[src/rtl/riscv_pkg.sv]
// Shared RV32 decode definitions: opcode constants, instruction-type enum and
// the decoded-entry struct carried through the ID queue.
package riscv_pkg;

  localparam int unsigned RV_XLEN = 32;

  localparam logic [6:0] OP_LUI    = 7'b0110111;
  localparam logic [6:0] OP_AUIPC  = 7'b0010111;
  localparam logic [6:0] OP_JAL    = 7'b1101111;
  localparam logic [6:0] OP_JALR   = 7'b1100111;
  localparam logic [6:0] OP_BRANCH = 7'b1100011;
  localparam logic [6:0] OP_LOAD   = 7'b0000011;
  localparam logic [6:0] OP_STORE  = 7'b0100011;
  localparam logic [6:0] OP_ALI    = 7'b0010011;
  localparam logic [6:0] OP_ALR    = 7'b0110011;

  localparam logic [6:0] FUNCT7_MULDIV = 7'b0000001;

  typedef enum logic [2:0] {
    IT_R,
    IT_I,
    IT_S,
    IT_B,
    IT_U,
    IT_J,
    IT_ILL
  } instr_type_e;

  typedef struct packed {
    logic [RV_XLEN-1:0] pc;
    logic [6:0]         opcode;
    logic [2:0]         funct3;
    logic [6:0]         funct7;
    logic [RV_XLEN-1:0] imm_num;
    logic [1:0]         src_en;     // {src2, src1}
    logic [4:0]         src1_addr;
    logic [4:0]         src2_addr;
    logic               dst_en;
    logic [4:0]         dst_addr;
    logic               jal;
    logic               jalr;
    logic               branch;
    logic               memory2reg;
    logic               mem_write;
    logic               alures2reg;
    logic               muldiv;
    logic               illegal;
  } id_dec_t;

endpackage

[src/rtl/riscv_id_dec.sv]
// Combinational RV32I decoder producing one id_dec_t entry.
// RISCV_ID_MEXT_EN: when defined, OP_ALR with funct7=0000001 decodes as muldiv.
module riscv_id_dec
  import riscv_pkg::*;
(
  input  logic [31:0]        i_instr,
  input  logic [RV_XLEN-1:0] i_pc,
  output id_dec_t            o_dec
);

  instr_type_e itype;
  logic [6:0]  opcode;
  logic [31:0] imm32;
  logic        is_muldiv;

  assign opcode    = i_instr[6:0];
  assign is_muldiv = (opcode == OP_ALR) && (i_instr[31:25] == FUNCT7_MULDIV);

  always_comb begin
    itype = IT_ILL;
    case (opcode)
      OP_LUI, OP_AUIPC:         itype = IT_U;
      OP_JAL:                   itype = IT_J;
      OP_JALR, OP_LOAD, OP_ALI: itype = IT_I;
      OP_BRANCH:                itype = IT_B;
      OP_STORE:                 itype = IT_S;
      OP_ALR:                   itype = IT_R;
      default:                  itype = IT_ILL;
    endcase
`ifndef RISCV_ID_MEXT_EN
    if (is_muldiv) itype = IT_ILL;
`endif
  end

  always_comb begin
    imm32 = '0;
    case (itype)
      IT_I: imm32 = {{20{i_instr[31]}}, i_instr[31:20]};
      IT_S: imm32 = {{20{i_instr[31]}}, i_instr[31:25], i_instr[11:7]};
      IT_B: imm32 = {{19{i_instr[31]}}, i_instr[31], i_instr[7],
                     i_instr[30:25], i_instr[11:8], 1'b0};
      IT_U: imm32 = {i_instr[31:12], 12'h000};
      IT_J: imm32 = {{11{i_instr[31]}}, i_instr[31], i_instr[19:12],
                     i_instr[20], i_instr[30:21], 1'b0};
      default: imm32 = '0;
    endcase
  end

  always_comb begin
    o_dec           = '0;
    o_dec.pc        = i_pc;
    o_dec.opcode    = opcode;
    o_dec.funct3    = i_instr[14:12];
    o_dec.funct7    = i_instr[31:25];
    o_dec.src1_addr = i_instr[19:15];
    o_dec.src2_addr = i_instr[24:20];
    o_dec.dst_addr  = i_instr[11:7];
    o_dec.imm_num   = RV_XLEN'($signed(imm32));
    o_dec.illegal   = (itype == IT_ILL);
    case (itype)
      IT_R, IT_S, IT_B: o_dec.src_en = 2'b11;
      IT_I:             o_dec.src_en = 2'b01;
      default:          o_dec.src_en = 2'b00;
    endcase
    o_dec.dst_en = (itype inside {IT_U, IT_J, IT_I, IT_R}) && (i_instr[11:7] != 5'd0);
    if (itype != IT_ILL) begin
      o_dec.jal        = (opcode == OP_JAL);
      o_dec.jalr       = (opcode == OP_JALR);
      o_dec.branch     = (opcode == OP_BRANCH);
      o_dec.memory2reg = (opcode == OP_LOAD);
      o_dec.mem_write  = (opcode == OP_STORE);
      o_dec.alures2reg = opcode inside {OP_LUI, OP_AUIPC, OP_ALI, OP_ALR};
    end
`ifdef RISCV_ID_MEXT_EN
    o_dec.muldiv = is_muldiv;
`endif
  end

endmodule

[src/rtl/riscv_id_queue.sv]
// Decoded-instruction queue between fetch and EX: decodes at push, stores
// DEPTH entries in a circular buffer. Optional macro: RISCV_ID_MEXT_EN.
module riscv_id_queue
  import riscv_pkg::*;
#(
  parameter int unsigned XLEN  = RV_XLEN,
  parameter int unsigned DEPTH = 4
) (
  input  logic                       i_clk,
  input  logic                       i_rst_n,
  input  logic                       i_flush,
  input  logic                       i_instr_valid,
  output logic                       o_instr_ready,
  input  logic [31:0]                i_instr,
  input  logic [XLEN-1:0]            i_pc,
  output logic                       o_valid,
  input  logic                       i_ready,
  output id_dec_t                    o_dec,
  output logic [$clog2(DEPTH+1)-1:0] o_count
);

  localparam int unsigned PTR_W = $clog2(DEPTH);
  localparam int unsigned CNT_W = $clog2(DEPTH + 1);

  id_dec_t            mem [DEPTH];
  id_dec_t            dec_w;
  logic [PTR_W-1:0]   wr_ptr;
  logic [PTR_W-1:0]   rd_ptr;
  logic [CNT_W-1:0]   count;
  logic               rdy_q;
  logic               push;
  logic               pop;

  function automatic logic [PTR_W-1:0] ptr_inc(input logic [PTR_W-1:0] p);
    return (p == PTR_W'(DEPTH - 1)) ? '0 : p + PTR_W'(1);
  endfunction

  riscv_id_dec u_dec (
    .i_instr (i_instr),
    .i_pc    (i_pc),
    .o_dec   (dec_w)
  );

  // rdy_q keeps o_instr_ready low throughout reset and releases it on the first edge after.
  assign o_instr_ready = rdy_q && (count != CNT_W'(DEPTH));
  assign o_valid       = (count != '0);
  assign push          = i_instr_valid && o_instr_ready;
  assign pop           = o_valid && i_ready;
  assign o_dec         = mem[rd_ptr];
  assign o_count       = count;

  always_ff @(posedge i_clk or negedge i_rst_n) begin
    if (!i_rst_n) begin
      wr_ptr <= '0;
      rd_ptr <= '0;
      count  <= '0;
      rdy_q  <= 1'b0;
      for (int unsigned i = 0; i < DEPTH; i++) mem[i] <= '0;
    end else begin
      rdy_q <= 1'b1;
      if (i_flush) begin
        wr_ptr <= '0;
        rd_ptr <= '0;
        count  <= '0;
      end else begin
        if (push) begin
          mem[wr_ptr] <= dec_w;
          wr_ptr      <= ptr_inc(wr_ptr);
        end
        if (pop) rd_ptr <= ptr_inc(rd_ptr);
        if (push && !pop)      count <= count + CNT_W'(1);
        else if (pop && !push) count <= count - CNT_W'(1);
      end
    end
  end

endmodule

[config.mk]
export PLATFORM = sky130hd
export DESIGN_NAME = riscv_id_queue
export DESIGN_NICKNAME = d
export VERILOG_FILES = /design/src/rtl/riscv_pkg.sv /design/src/rtl/riscv_id_dec.sv /design/src/rtl/riscv_id_queue.sv
export SDC_FILE = /design/constraint.sdc
export NUM_CORES = 1
export LEC_CHECK = 0
export BUFFER_PORTS_ARGS = -buffer_cell sky130_fd_sc_hd__buf_2
export CAP_MARGIN = 40
export CORE_ASPECT_RATIO = 1.5
export CORE_UTILIZATION = 59
export CTS_CLUSTER_DIAMETER = 40
export DETAILED_ROUTE_END_ITERATION = 8
export PLACE_DENSITY_LB_ADDON = 0.08
export SLEW_MARGIN = 20
export SYNTH_ARGS = -nofsm -noshare
export SYNTH_HDL_FRONTEND = slang
export SYNTH_SLANG_ARGS = --single-unit
[constraint.sdc]
create_clock -name i_clk -period 2.2 [get_ports i_clk]
set_input_delay 0.22 -clock i_clk [delete_from_list [all_inputs] [get_ports i_clk]]
set_output_delay 0.22 -clock i_clk [all_outputs]
set_load 0.05 [all_outputs]
# --- After elaboration in Yosys (flattened, before gate mapping) ---
# Cells that the tools add are included.
word_totals:
  register_bits: 436
  input_bits: 69
  output_inout_bits: 112
classes:
  n_addsub: 4
  n_lt_le_gt_ge: 3
  eq_ne: 20
  n_mux: 20
  n_bitwise: 3
  n_reduce_logical: 22
ops:
  columns: ["operator", "count"]
  rows:
  - ["$bwmux W428", 1]
  - ["$mux W107", 3]
  - ["$bmux W107 S2", 1]
  - ["$demux W107 S2", 1]
  - ["$pmux W32 S5", 1]
  - ["$eq A7 B6 Y1 const B", 3]
  - ["$eq A7 B7 Y1 const B", 3]
  - ["$pmux W3 S6", 1]
  - ["$eq A7 B5 Y1 const B", 2]
  - ["$mux W2", 6]
  - ["$mux W3", 4]
  - ["$eq A3 B3 Y1 const B", 3]
  - ["$logic_and A1 B1 Y1", 8]
  - ["$reduce_bool A4 Y1", 2]
  - ["$eq A7 B1 Y1 const B", 1]
  - ["$eq A7 B2 Y1 const B", 1]
  - ["$eq A3 B2 Y1 const B", 2]
  - ["$ge A3 B3 Y1 const B", 2]
  - ["$mux W6", 1]
  - ["$ne A3 B3 Y1 const B", 2]
  - ["$not A2 Y3", 2]
  - ["$reduce_bool A3 Y1", 2]
  - ["$reduce_or A3 Y1", 2]
  - ["$reduce_bool A5 Y1", 1]
  - ["13 further kinds", 17]

# --- Logic depth before layout (Yosys ltp) ---
logic_depth:
  ltp_word: 8
  mapped_depth: 8
  mapped_depth_nobuf: 7

# --- Hierarchy ---
# From an unflattened synthesis, not the netlist that was laid out.
hier_totals:
  cells_unflattened: 1252
  area_unflattened_um2: 20591.0
modules_own_cells:
  columns: ["mod", "n_inst", "cells_per_inst", "area_per_inst_um2", "seq_area_each_um2"]
  rows:
  - ["riscv_id_queue", 1, 1089, 19383.6, 10910.5]
  - ["riscv_id_dec", 1, 163, 1207.4, 0.0]

# --- Least setup slack after synthesis ---
# OpenSTA, ideal clock, no wires.
synth_timing:
  path_kind: "register -> register"
  startpoint: "register count[2], in the netlist o_count[2]"
  endpoint: "register count[2], in the netlist o_count[2]"
  setup_ns: 0.136
  t_arrival_ns: 2.412
  slack_ns: -0.349
  stages_incl_launch_ff: 8
  synth_period_minus_slack_ns: 2.549
  path_cell_list: "dfrtp_1 -> or3_1 -> and2_0 -> nor2_1 -> fa_1 -> nor3_1 -> o21ai_0 -> nor3b_1"
synth_via:
  elab_chain_cells: 6
synth_lines:
  columns: ["item", "line_no", "rtl"]
  rows:
  - ["start, declared", "riscv_id_queue.sv:29", "logic [CNT_W-1:0] count;"]
  - ["start signal, assigned", "riscv_id_queue.sv:71", "if (push && !pop) count <= count + CNT_W'(1);"]
  - ["start signal, assigned", "riscv_id_queue.sv:72", "else if (pop && !push) count <= count - CNT_W'(1);"]
  - ["$reduce_bool A3 Y1 (*)", "riscv_id_queue.sv:46", "assign o_valid = (count != '0);"]
  - ["net o_valid", "riscv_id_queue.sv:16", "output logic o_valid,"]
  - ["$logic_and A1 B1 Y1 (*)", "riscv_id_queue.sv:48", "assign pop = o_valid && i_ready;"]
  - ["$logic_not A1 Y1", "riscv_id_queue.sv:71", null]
  - ["$logic_and A1 B1 Y1", "riscv_id_queue.sv:71", null]
  - ["$mux W3", "riscv_id_queue.sv:71", null]
  - ["$mux W3", "riscv_id_queue.sv:61", "if (i_flush) begin"]
# Mark *: on every way through the listed nets, which the timed path passes. The rest lies on a longest branch. The select of a mux whose other input is x is not followed.
# A chain may end at the register's enable or synchronous reset.

==> flow_summary.ini <==
[run_status]
outcome = finished with violations
violations = setup timing

[clock_tree]
cts-buffers-inserted = 45
cts_tree = yes
cts.sinks = 432
clock-root-buffer = clkbuf_16
clkTransAtPathRegs_ns = 0.06
htree_levels = 2
clk_latency_ns = 0.56
max-clock-path-buffers = 3

[setup_path]
crit_chain = buf_6 -> buf_12 -> buf_16 -> mux4_2 -> buf_6
arrival_ns = 2.14
required_ns = 1.98
path_max_fanout = 8
cp.buffers_inverters = 4
crit_path_top_delay_cell = dfrtp_4
timing.critical_path.from_type = flop
crit_family = buffers and inverters
setup.worst_path.end_class = output port
cp_common_cell = buf_6
cpPeakStageDelay_ns = 0.52
crit_type = flop to output port

[power]
power.share.clock_pct = 27.2
swShare_pct = 35.8
vdd_drop_max_uv = 1100
p_comb_share_pct = 37.6
powerDensity_nw_per_um2 = 1230
pwr-share-seq_pct = 35.1
p_switching_mw = 10.6
p_int_mw = 19.0
leakagePower_nw = 11.9

[synthesis]
ys_top_cells_by_count = nand2_1, dfrtp_1, mux4_2
synth_cell_types = 49
synth_edf_count = 0
synthCells = 1833
ys_async_sr_fraction_pct = 100
synth_top_area_share_pct = 56.4
ys.flop_type = dfrtp_1
ys_warn_count = 0
syn_area_um2 = 19200
synth_top_area_cell = dfrtp_1
synth.avg_cell_area_um2 = 10.4
syn_nets = 1908
yosysSeqAreaShare_pct = 56.4
ys_ff_latch = 432
synth_area_leaders = dfrtp_1, nand2_1, mux4_2, o21ai_0, mux2_2
yosysMostFrequentCell = nand2_1

[grt]
antenna_found_initial = 0
grt_max_degree = 74
grt_pass1_vias = 15752
overflow = 0
track_usage_pct = 33.8
grt_pass1_wl_um = 85900

[die]
io_pins = 181
die_h_um = 223
die_x_um = 149
start_util_pct = 60.2
core_um2 = 31800
num_rows = 80
die_area_um2 = 33200

[timing]
drv_slew = 0
finalCritPeriodShare_pct = 107
finalCriticalPeriod_ns = 2.36
relSlewSlack_pct = 58.2
tightestPinTransition_ns = 0.628
max_freq_mhz = 424
setup-violations-final = 106
layout_setup_ws_ns = -0.159
hold_violations = 0
final.setup_skew_ns = 0.0147
rsz0062_at_grt = yes

[final_layout]
syn2layout_area_growth_pct = 26.2
ff_latch_area_um2 = 10800
antenna_cells = 0
fill_cells = 2119
drive_gt1_share_pct = 23.6
final_core_util_pct = 76.0
nets = 2163
design_area_um2 = 24200
multi_input_area_um2 = 7770

[routing]
num_vias = 14690
ant_nets = 0
firstDrtPassIters = 5
drc = 0
drt-initial-drc-count = 1127
drt-total-wl_um = 53500
via_per_inst = 5.80
wl_per_cell_um = 21.1

[min_path]
holdCritPathClass = input pin to flop

[place]
gp_congestion = 0.817
dp_hpwl_um = 32100
io_buffer_count = 179
placed_area_um2 = 20900

[run]
max_cap_violations = 0
[final timing paths]
kind	start	to	cells after the start	slack, ns
worst max register to register	o_count[0]	mem[46]	6	0.16
max in group asynchronous	i_rst_n	o_count[0]	3	1.18
worst max-delay path	rd_ptr[0]	o_dec[58]	5	-0.16
worst min-delay path	i_ready	rd_ptr[1]	4	0.02
min in group asynchronous	i_rst_n	mem[401]	2	0.18
worst min register to register	mem[98]	mem[98]	2	0.47
[flip-flops by register name, summed over array words and instances (netlist names)]
register and cells:
mem 424, o_count 3, wr_ptr 2, rdy_q 1
rd_ptr 2
[power by group through the flow]
stage	Combinational (mW)	Sequential [mW]	Clock [mW]
after floorplan	6.94	10.3	0
after global placement	8.87	10.5	0
after detailed placement	8.98	10.5	0
after CTS	10.9	10.4	8.16
after global routing	11.8	10.6	8.46
final	11.1	10.4	8.07
[tightest hold or removal path, stage by stage]
cell	delay, ns
buf_2	0.09
nand2_1	0.09
nand2_1	0.08
a21oi_1	0.06
[cell families (layout without fill, tap and decap cells)]
kind of cell | Yosys count | count (layout) | share of synthesized area (%)
DFF | 432 | 432 | 56.4
adders and majority gates | 6 | 6 | 0.431
AOI/OAI and AO/OA | 183 | 183 | 5.93
and+or+nand+nor | 936 | 936 | 19.1
other | 2 | 2 | 0.0392
buffers and inverters | 128 | 418 | 3.27
muxes | 145 | 145 | 14.7
xor gates and xnor gates | 1 | 1 | 0.0457
[metrics by stage]
step                TNS, ns  hold WS, ns  setup WS, ns  instances  power, mW
floorplan                 0      -0.0756        0.0770       1833       17.2
global placement          0        0.177         0.131       2373       19.3
detailed placement        0        0.175        0.0583       2373       19.5
CTS                  -11.14      0.00691        -0.188       2528       29.5
global route         -13.92       0.0515        -0.199       2533       30.8
finish                -9.90       0.0208        -0.159       2533       29.6
[timing repair]
item                                    4_1_cts  5_1_grt
gates cloned                                  7        3
hold endpoints to repair                    347        0
endpoints found under the setup margin      106      115
gates resized for setup                     230       16
setup buffers                                 9        3
hold buffers                                 57        0
[cell usage in the layout (no fill, tap or decap), types with 5 or more instances in the layout]
cell	Yosys	layout
nand2_1	870	866
mux2_2	30	30
bufinv_16	0	6
mux2_1	6	6
clkinv_2	0	5
o22a_1	32	32
buf_6	0	102
mux4_2	106	106
buf_8	0	8
clkbuf_16	0	50
and2_1	15	11
o21ai_0	89	89
buf_2	20	72
buf_12	0	30
nor2_1	14	14
a21oi_1	16	15
dfrtp_1	432	427
buf_4	32	47
dlygate4sd3_1	0	57
nor3_1	8	8
clkbuf_1	63	8
ha_1	5	5
inv_6	0	7
buf_16	0	9
inv_1	8	8
a21o_1	7	7
o21ai_1	19	19
[layer usage]
layer / global-route usage [%] / wire length, um / vias to the layer above
li1: - / - / 6620
met1: 42.9 / 20700 / 7436
met2: 57.8 / 27900 / 518
met3: 5.26 / 3120 / 116
met4: 13.8 / 1910 / 0
met5: 0 / 0 / -
[cell type report]
class	count	area share, %
clock buffers	59	5.22
clock inverters	23	1.27
inverters	8	0.124
multi-input cells	1273	32.1
flip-flops and latches	432	44.8
well taps	410	2.12
repair buffers	328	14.4
Power figures use the tool's default switching activity.
